===== config.mk =====
export PLATFORM = sky130hd
export DESIGN_NAME = ysyx_22050612_mem_arbiter
export DESIGN_NICKNAME = d
export VERILOG_FILES = /design/src/rtl/ysyx_22050612_mem_arbiter.sv
export SDC_FILE = /design/constraint.sdc
export NUM_CORES = 1
export LEC_CHECK = 0
export BUFFER_PORTS_ARGS = -buffer_cell sky130_fd_sc_hd__buf_4
export CAP_MARGIN = 10
export CORE_AREA = 2 2 209 211
export CTS_CLUSTER_SIZE = 16
export DETAILED_ROUTE_END_ITERATION = 8
export DIE_AREA = 0 0 211 213
export GPL_TIMING_DRIVEN = 1
export PLACE_DENSITY = 0.5
export SLEW_MARGIN = 20
export SYNTH_ARGS = -nofsm -noshare
export SYNTH_HDL_FRONTEND = slang
export SYNTH_SLANG_ARGS = --single-unit

===== constraint.sdc =====
create_clock -name clk -period 3.3 [get_ports clk]
set_clock_uncertainty 0.2 [all_clocks]
set_input_delay 0.165 -clock clk [delete_from_list [all_inputs] [get_ports clk]]
set_output_delay 0.165 -clock clk [all_outputs]
set_load 0.02 [all_outputs]

===== src/rtl/ysyx_22050612_mem_arbiter.sv =====
// Round-robin arbiter between the IFU and LSU for the single shared memory port.
// One transaction is outstanding at a time: grant in IDLE, issue in REQ, collect in RESP.
module ysyx_22050612_mem_arbiter #(
  parameter int ADDR_W = 64,
  parameter int DATA_W = 64
) (
  input  logic                clk,
  input  logic                rst,
  input  logic                ifu_req_valid,
  output logic                ifu_req_ready,
  input  logic [ADDR_W-1:0]   ifu_req_addr,
  output logic                ifu_resp_valid,
  output logic [DATA_W-1:0]   ifu_resp_data,
  input  logic                lsu_req_valid,
  output logic                lsu_req_ready,
  input  logic [ADDR_W-1:0]   lsu_req_addr,
  input  logic                lsu_req_wen,
  input  logic [DATA_W-1:0]   lsu_req_wdata,
  input  logic [DATA_W/8-1:0] lsu_req_wmask,
  output logic                lsu_resp_valid,
  output logic [DATA_W-1:0]   lsu_resp_data,
  output logic                mem_req_valid,
  input  logic                mem_req_ready,
  output logic [ADDR_W-1:0]   mem_req_addr,
  output logic                mem_req_wen,
  output logic [DATA_W-1:0]   mem_req_wdata,
  output logic [DATA_W/8-1:0] mem_req_wmask,
  input  logic                mem_resp_valid,
  input  logic [DATA_W-1:0]   mem_resp_data
);

  localparam int MASK_W = DATA_W / 8;

  typedef enum logic [1:0] {IDLE, REQ, RESP} state_e;
  typedef enum logic {GRANT_IFU = 1'b0, GRANT_LSU = 1'b1} grant_e;

  state_e              state_q, state_d;
  grant_e              last_grant_q, last_grant_d;
  grant_e              grant_id_q, grant_id_d;
  logic [ADDR_W-1:0]   addr_q, addr_d;
  logic                wen_q, wen_d;
  logic [DATA_W-1:0]   wdata_q, wdata_d;
  logic [MASK_W-1:0]   wmask_q, wmask_d;
  logic                ifu_resp_valid_q, ifu_resp_valid_d;
  logic                lsu_resp_valid_q, lsu_resp_valid_d;
  logic [DATA_W-1:0]   ifu_resp_data_q, ifu_resp_data_d;
  logic [DATA_W-1:0]   lsu_resp_data_q, lsu_resp_data_d;
  logic                grant_ifu, grant_lsu;
  logic [DATA_W-1:0]   resp_data;

  // Writes are acknowledged with zero data so the LSU never sees stale bus contents.
  assign resp_data = wen_q ? '0 : mem_resp_data;

  // NOTE: every signal written here gets a default first, so no path leaves one unassigned and no latch is inferred.
  always_comb begin
    state_d          = state_q;
    last_grant_d     = last_grant_q;
    grant_id_d       = grant_id_q;
    addr_d           = addr_q;
    wen_d            = wen_q;
    wdata_d          = wdata_q;
    wmask_d          = wmask_q;
    ifu_resp_valid_d = 1'b0;
    lsu_resp_valid_d = 1'b0;
    ifu_resp_data_d  = ifu_resp_data_q;
    lsu_resp_data_d  = lsu_resp_data_q;
    grant_ifu        = 1'b0;
    grant_lsu        = 1'b0;

    unique case (state_q)
      IDLE: begin
        // On a tie the IFU wins only if the LSU held the previous grant.
        grant_ifu = ifu_req_valid && (!lsu_req_valid || (last_grant_q == GRANT_LSU));
        grant_lsu = lsu_req_valid && !grant_ifu;
        if (grant_ifu) begin
          addr_d     = ifu_req_addr;
          wen_d      = 1'b0;
          wdata_d    = '0;
          wmask_d    = '0;
          grant_id_d = GRANT_IFU;
          state_d    = REQ;
        end else if (grant_lsu) begin
          addr_d     = lsu_req_addr;
          wen_d      = lsu_req_wen;
          wdata_d    = lsu_req_wdata;
          wmask_d    = lsu_req_wmask;
          grant_id_d = GRANT_LSU;
          state_d    = REQ;
        end
      end
      REQ: begin
        if (mem_req_ready) state_d = RESP;
      end
      RESP: begin
        if (mem_resp_valid) begin
          last_grant_d = grant_id_q;
          state_d      = IDLE;
          if (grant_id_q == GRANT_IFU) begin
            ifu_resp_valid_d = 1'b1;
            ifu_resp_data_d  = resp_data;
          end else begin
            lsu_resp_valid_d = 1'b1;
            lsu_resp_data_d  = resp_data;
          end
        end
      end
      default: state_d = IDLE;
    endcase
  end

  // NOTE: sequential state uses non-blocking assignments so every flop samples its pre-edge value.
  always_ff @(posedge clk) begin
    if (rst) begin
      state_q          <= IDLE;
      last_grant_q     <= GRANT_LSU;
      grant_id_q       <= GRANT_IFU;
      addr_q           <= '0;
      wen_q            <= 1'b0;
      wdata_q          <= '0;
      wmask_q          <= '0;
      ifu_resp_valid_q <= 1'b0;
      lsu_resp_valid_q <= 1'b0;
      ifu_resp_data_q  <= '0;
      lsu_resp_data_q  <= '0;
    end else begin
      state_q          <= state_d;
      last_grant_q     <= last_grant_d;
      grant_id_q       <= grant_id_d;
      addr_q           <= addr_d;
      wen_q            <= wen_d;
      wdata_q          <= wdata_d;
      wmask_q          <= wmask_d;
      ifu_resp_valid_q <= ifu_resp_valid_d;
      lsu_resp_valid_q <= lsu_resp_valid_d;
      ifu_resp_data_q  <= ifu_resp_data_d;
      lsu_resp_data_q  <= lsu_resp_data_d;
    end
  end

  // Ready is combinational from IDLE; it is masked while reset is held so no handshake leaks through.
  assign ifu_req_ready  = grant_ifu && !rst;
  assign lsu_req_ready  = grant_lsu && !rst;
  assign ifu_resp_valid = ifu_resp_valid_q;
  assign ifu_resp_data  = ifu_resp_data_q;
  assign lsu_resp_valid = lsu_resp_valid_q;
  assign lsu_resp_data  = lsu_resp_data_q;
  assign mem_req_valid  = (state_q == REQ);
  assign mem_req_addr   = addr_q;
  assign mem_req_wen    = wen_q;
  assign mem_req_wdata  = wdata_q;
  assign mem_req_wmask  = wmask_q;

endmodule


==> flow_summary.ini <==
[outcome]
outcome = completed

[yosys]
ys.flop_type = dfxtp_1
synth_edf_count = 0
syn_avg_cell_area_um2 = 8.68
synth_top_area_share_pct = 52.2
syn_area_mm2 = 0.0104
ys_seq_elements = 271
yosysUniqueCellTypes = 31
synth_area_leader_cell = dfxtp_1
synth_cells = 1198
ys_async_sr_fraction_pct = 0
synthTopCellsByArea = dfxtp_1 (52%), a21oi_1 (9.3%), nand2_1 (9.2%)
syn-num-nets = 1469
yosysWarnings = 0
seq_area_frac_synth_pct = 52.2

[sta]
finalSetupViolations = 0
report.final.slew_viol_count = 0
finalHoldViolations = 0
period_needed_ns = 2.75
rsz0062_at_grt = no
worst_pin_slew_ns = 0.904
tns_ns = 0
fmax_mhz = 364
whs_ns = 0.148
fin_crit_sh_pct = 83.3
slew_headroom_pct = 39.7

[clocking]
clock-sinks = 271
clockBufferDepth = 3
ctsRootBufferMaster = clkbuf_16
clock_latency_ns = 0.52
htreeDepth = 2
cts_tree = done
cts.clk_slew.worst_paths_ns = 0.05
cts_buffers = 35

[pwr]
total_power_mw = 8.98
power_density_mw_per_mm2 = 480
ir_drop_v = 0.000302
p_leak_nw = 7.99

[place]
placed_area_mm2 = 0.0149
dp_hpwl_um = 30000
place_congestion = 0.808
port_buffers = 540

[worst_setup_path]
worstSetupEndpoint = mem_req_addr[34]
rrSetupSlack_ns = 0.55
reg2reg_depth = 6
crit_start = last_grant_q
cp_num_cells = 6
r2r_start = last_grant_q
startpoint_type = flip-flop
criticalPathCategory = flip-flop to flip-flop
crit_chain = buf_4, nand2b_2, nand3_1, dlygate4sd3_1, a311oi_1, dlygate4sd3_1
slowest_delay_ns = 0.59
worst-path-buf-inv = 3
worstPathArrival_ns = 3.01
crit_slowest_cell = dlygate4sd3_1
crit_fanout = 21
timing.rr.end = mem_req_addr[34]
worstPathRequired_ns = 3.56
cp_common_cell = dlygate4sd3_1
cp_top_family = buffers and inverters
critPathCaptureType = flip-flop

[flow_run]
cap_violations = 0

[route]
drt-wirelength-per-cell_um = 18.5
drc_errors = 0
drt_first_pass_iters = 5
routed_via_density = 4.69
ant_nets = 0
routed_wirelength_um = 46500
first_iter_violations = 646
vias = 11800

[floorplan]
ioPinCount = 541
die_h_um = 213
die_area_mm2 = 0.0449
start_util_pct = 24.4
coreArea_mm2 = 0.0427
rows = 76
fp.dieW_um = 211

[global_routing]
overflow = 0
grt_max_degree = 96
grt_pass1_wl_um = 68600
grt_pass1_vias = 11900
track_usage_pct = 19.6
antenna_found_initial = 1

[worst_hold_path]
hold_path_class = input port to flip-flop

[finish]
layout.nets = 2213
finalInstanceArea_mm2 = 0.0187
finish.utilization_pct = 43.9
area_delta_synth_final_pct = 80.0
final_layout_size_suffix_gt1_share_pct = 32.3
antenna_cells = 0
cells in the final DEF, fill, tap and decap left out, types with 2 or more instances in the layout:
cell	count
a311oi_1	58
dfxtp_1	270
o21ai_0	64
clkbuf_16	35
a22o_1	73
nor2b_1	65
clkinv_2	4
a311oi_2	6
buf_12	7
clkbuf_8	8
nand2_1	256
inv_6	2
a21oi_1	193
nand3_1	64
a21oi_4	2
dlygate4sd3_1	270
nor2_1	5
bufinv_16	3
buf_4	552
clkinv_4	2
inv_2	2
clkbuf_1	5
cells in the mapped netlist (2+ instances only):
master      n
buf_2      65
dfxtp_1   271
buf_1       5
clkbuf_1   45
nand3_1    64
a311oi_1   58
nor2_1      6
or2_1       2
o21ai_0    64
a22o_1     73
a21oi_1   194
buf_4       6
nor2b_1    66
nand2_1   256
inv_2       2
a311oi_2    6
sequential cells by signal, summed over array words and instances (netlist names):
signal,count
ifu_resp_data,64
ifu_resp_valid,1
last_grant_q,1
lsu_resp_valid,1
mem_req_wdata,64
mem_req_addr,64
state_q,2
grant_id_q,1
mem_req_wmask,8
lsu_resp_data,64
mem_req_wen,1
final cells by class:
type,count,area (um^2)
inverters,2,7.51
clock inverters,12,153
multi-input cells,802,4460
well taps,546,683
repair buffers,830,7000
flip-flops and latches,271,5430
clock buffers,48,1000
fillers,4224,24000
logic make-up (layout without fill, tap and decap cells):
group | count (synthesis) | count (layout) | share of synthesized area [%]
compound gates | 400 | 400 | 25.0
flops | 271 | 271 | 52.2
buf+inv | 125 | 892 | 5.59
simple gates | 402 | 402 | 17.3
tightest hold or removal path: stages:
cell,delay (ns)
buf_4,0.12
or2_2,0.25
a21oi_4,0.10
a21o_1,0.18
power by group:
group | internal (mW) | switching, mW
Sequential | 3.42 | 0.0953
Combinational | 0.843 | 0.765
Clock | 2.37 | 1.49
Total | 6.63 | 2.35
metal layers:
metal  track usage (%)  routed length [um]  part of all wire (%)
met2              33.5               22800                    49
met3              5.66                3470                   7.4
met1              23.2               18800                    40
met5                 0                  13                 0.028
met4              7.70                1440                   3.1
how the worst min path moves through the flow:
stage                        end  depth (start not counted)  slack (ns)              start
6_report              grant_id_q                          4        0.15      lsu_req_valid
5_1_grt               grant_id_q                          4        0.17      lsu_req_valid
4_1_cts               grant_id_q                          4        0.12      lsu_req_valid
3_5_place_dp    mem_req_wmask[7]                          2        0.18   lsu_req_wmask[7]
3_3_place_gp   mem_req_wdata[29]                          2        0.18  lsu_req_wdata[29]
2_1_floorplan         state_q[0]                          1        0.08      mem_req_ready
what timing repair did:
item,CTS,global route
hold buffers,270,0
buffers inserted,0,0
endpoints found under the hold margin,269,0
gates resized for setup,0,0
stage by stage:
stage	std cells	setup WS, ns
after detailed placement	2181	1.14
after global routing	2511	0.398
after CTS	2511	0.568
final	2511	0.552
after global placement	2181	1.16
after floorplan	1198	1.65
Power figures use the tool's default switching activity.
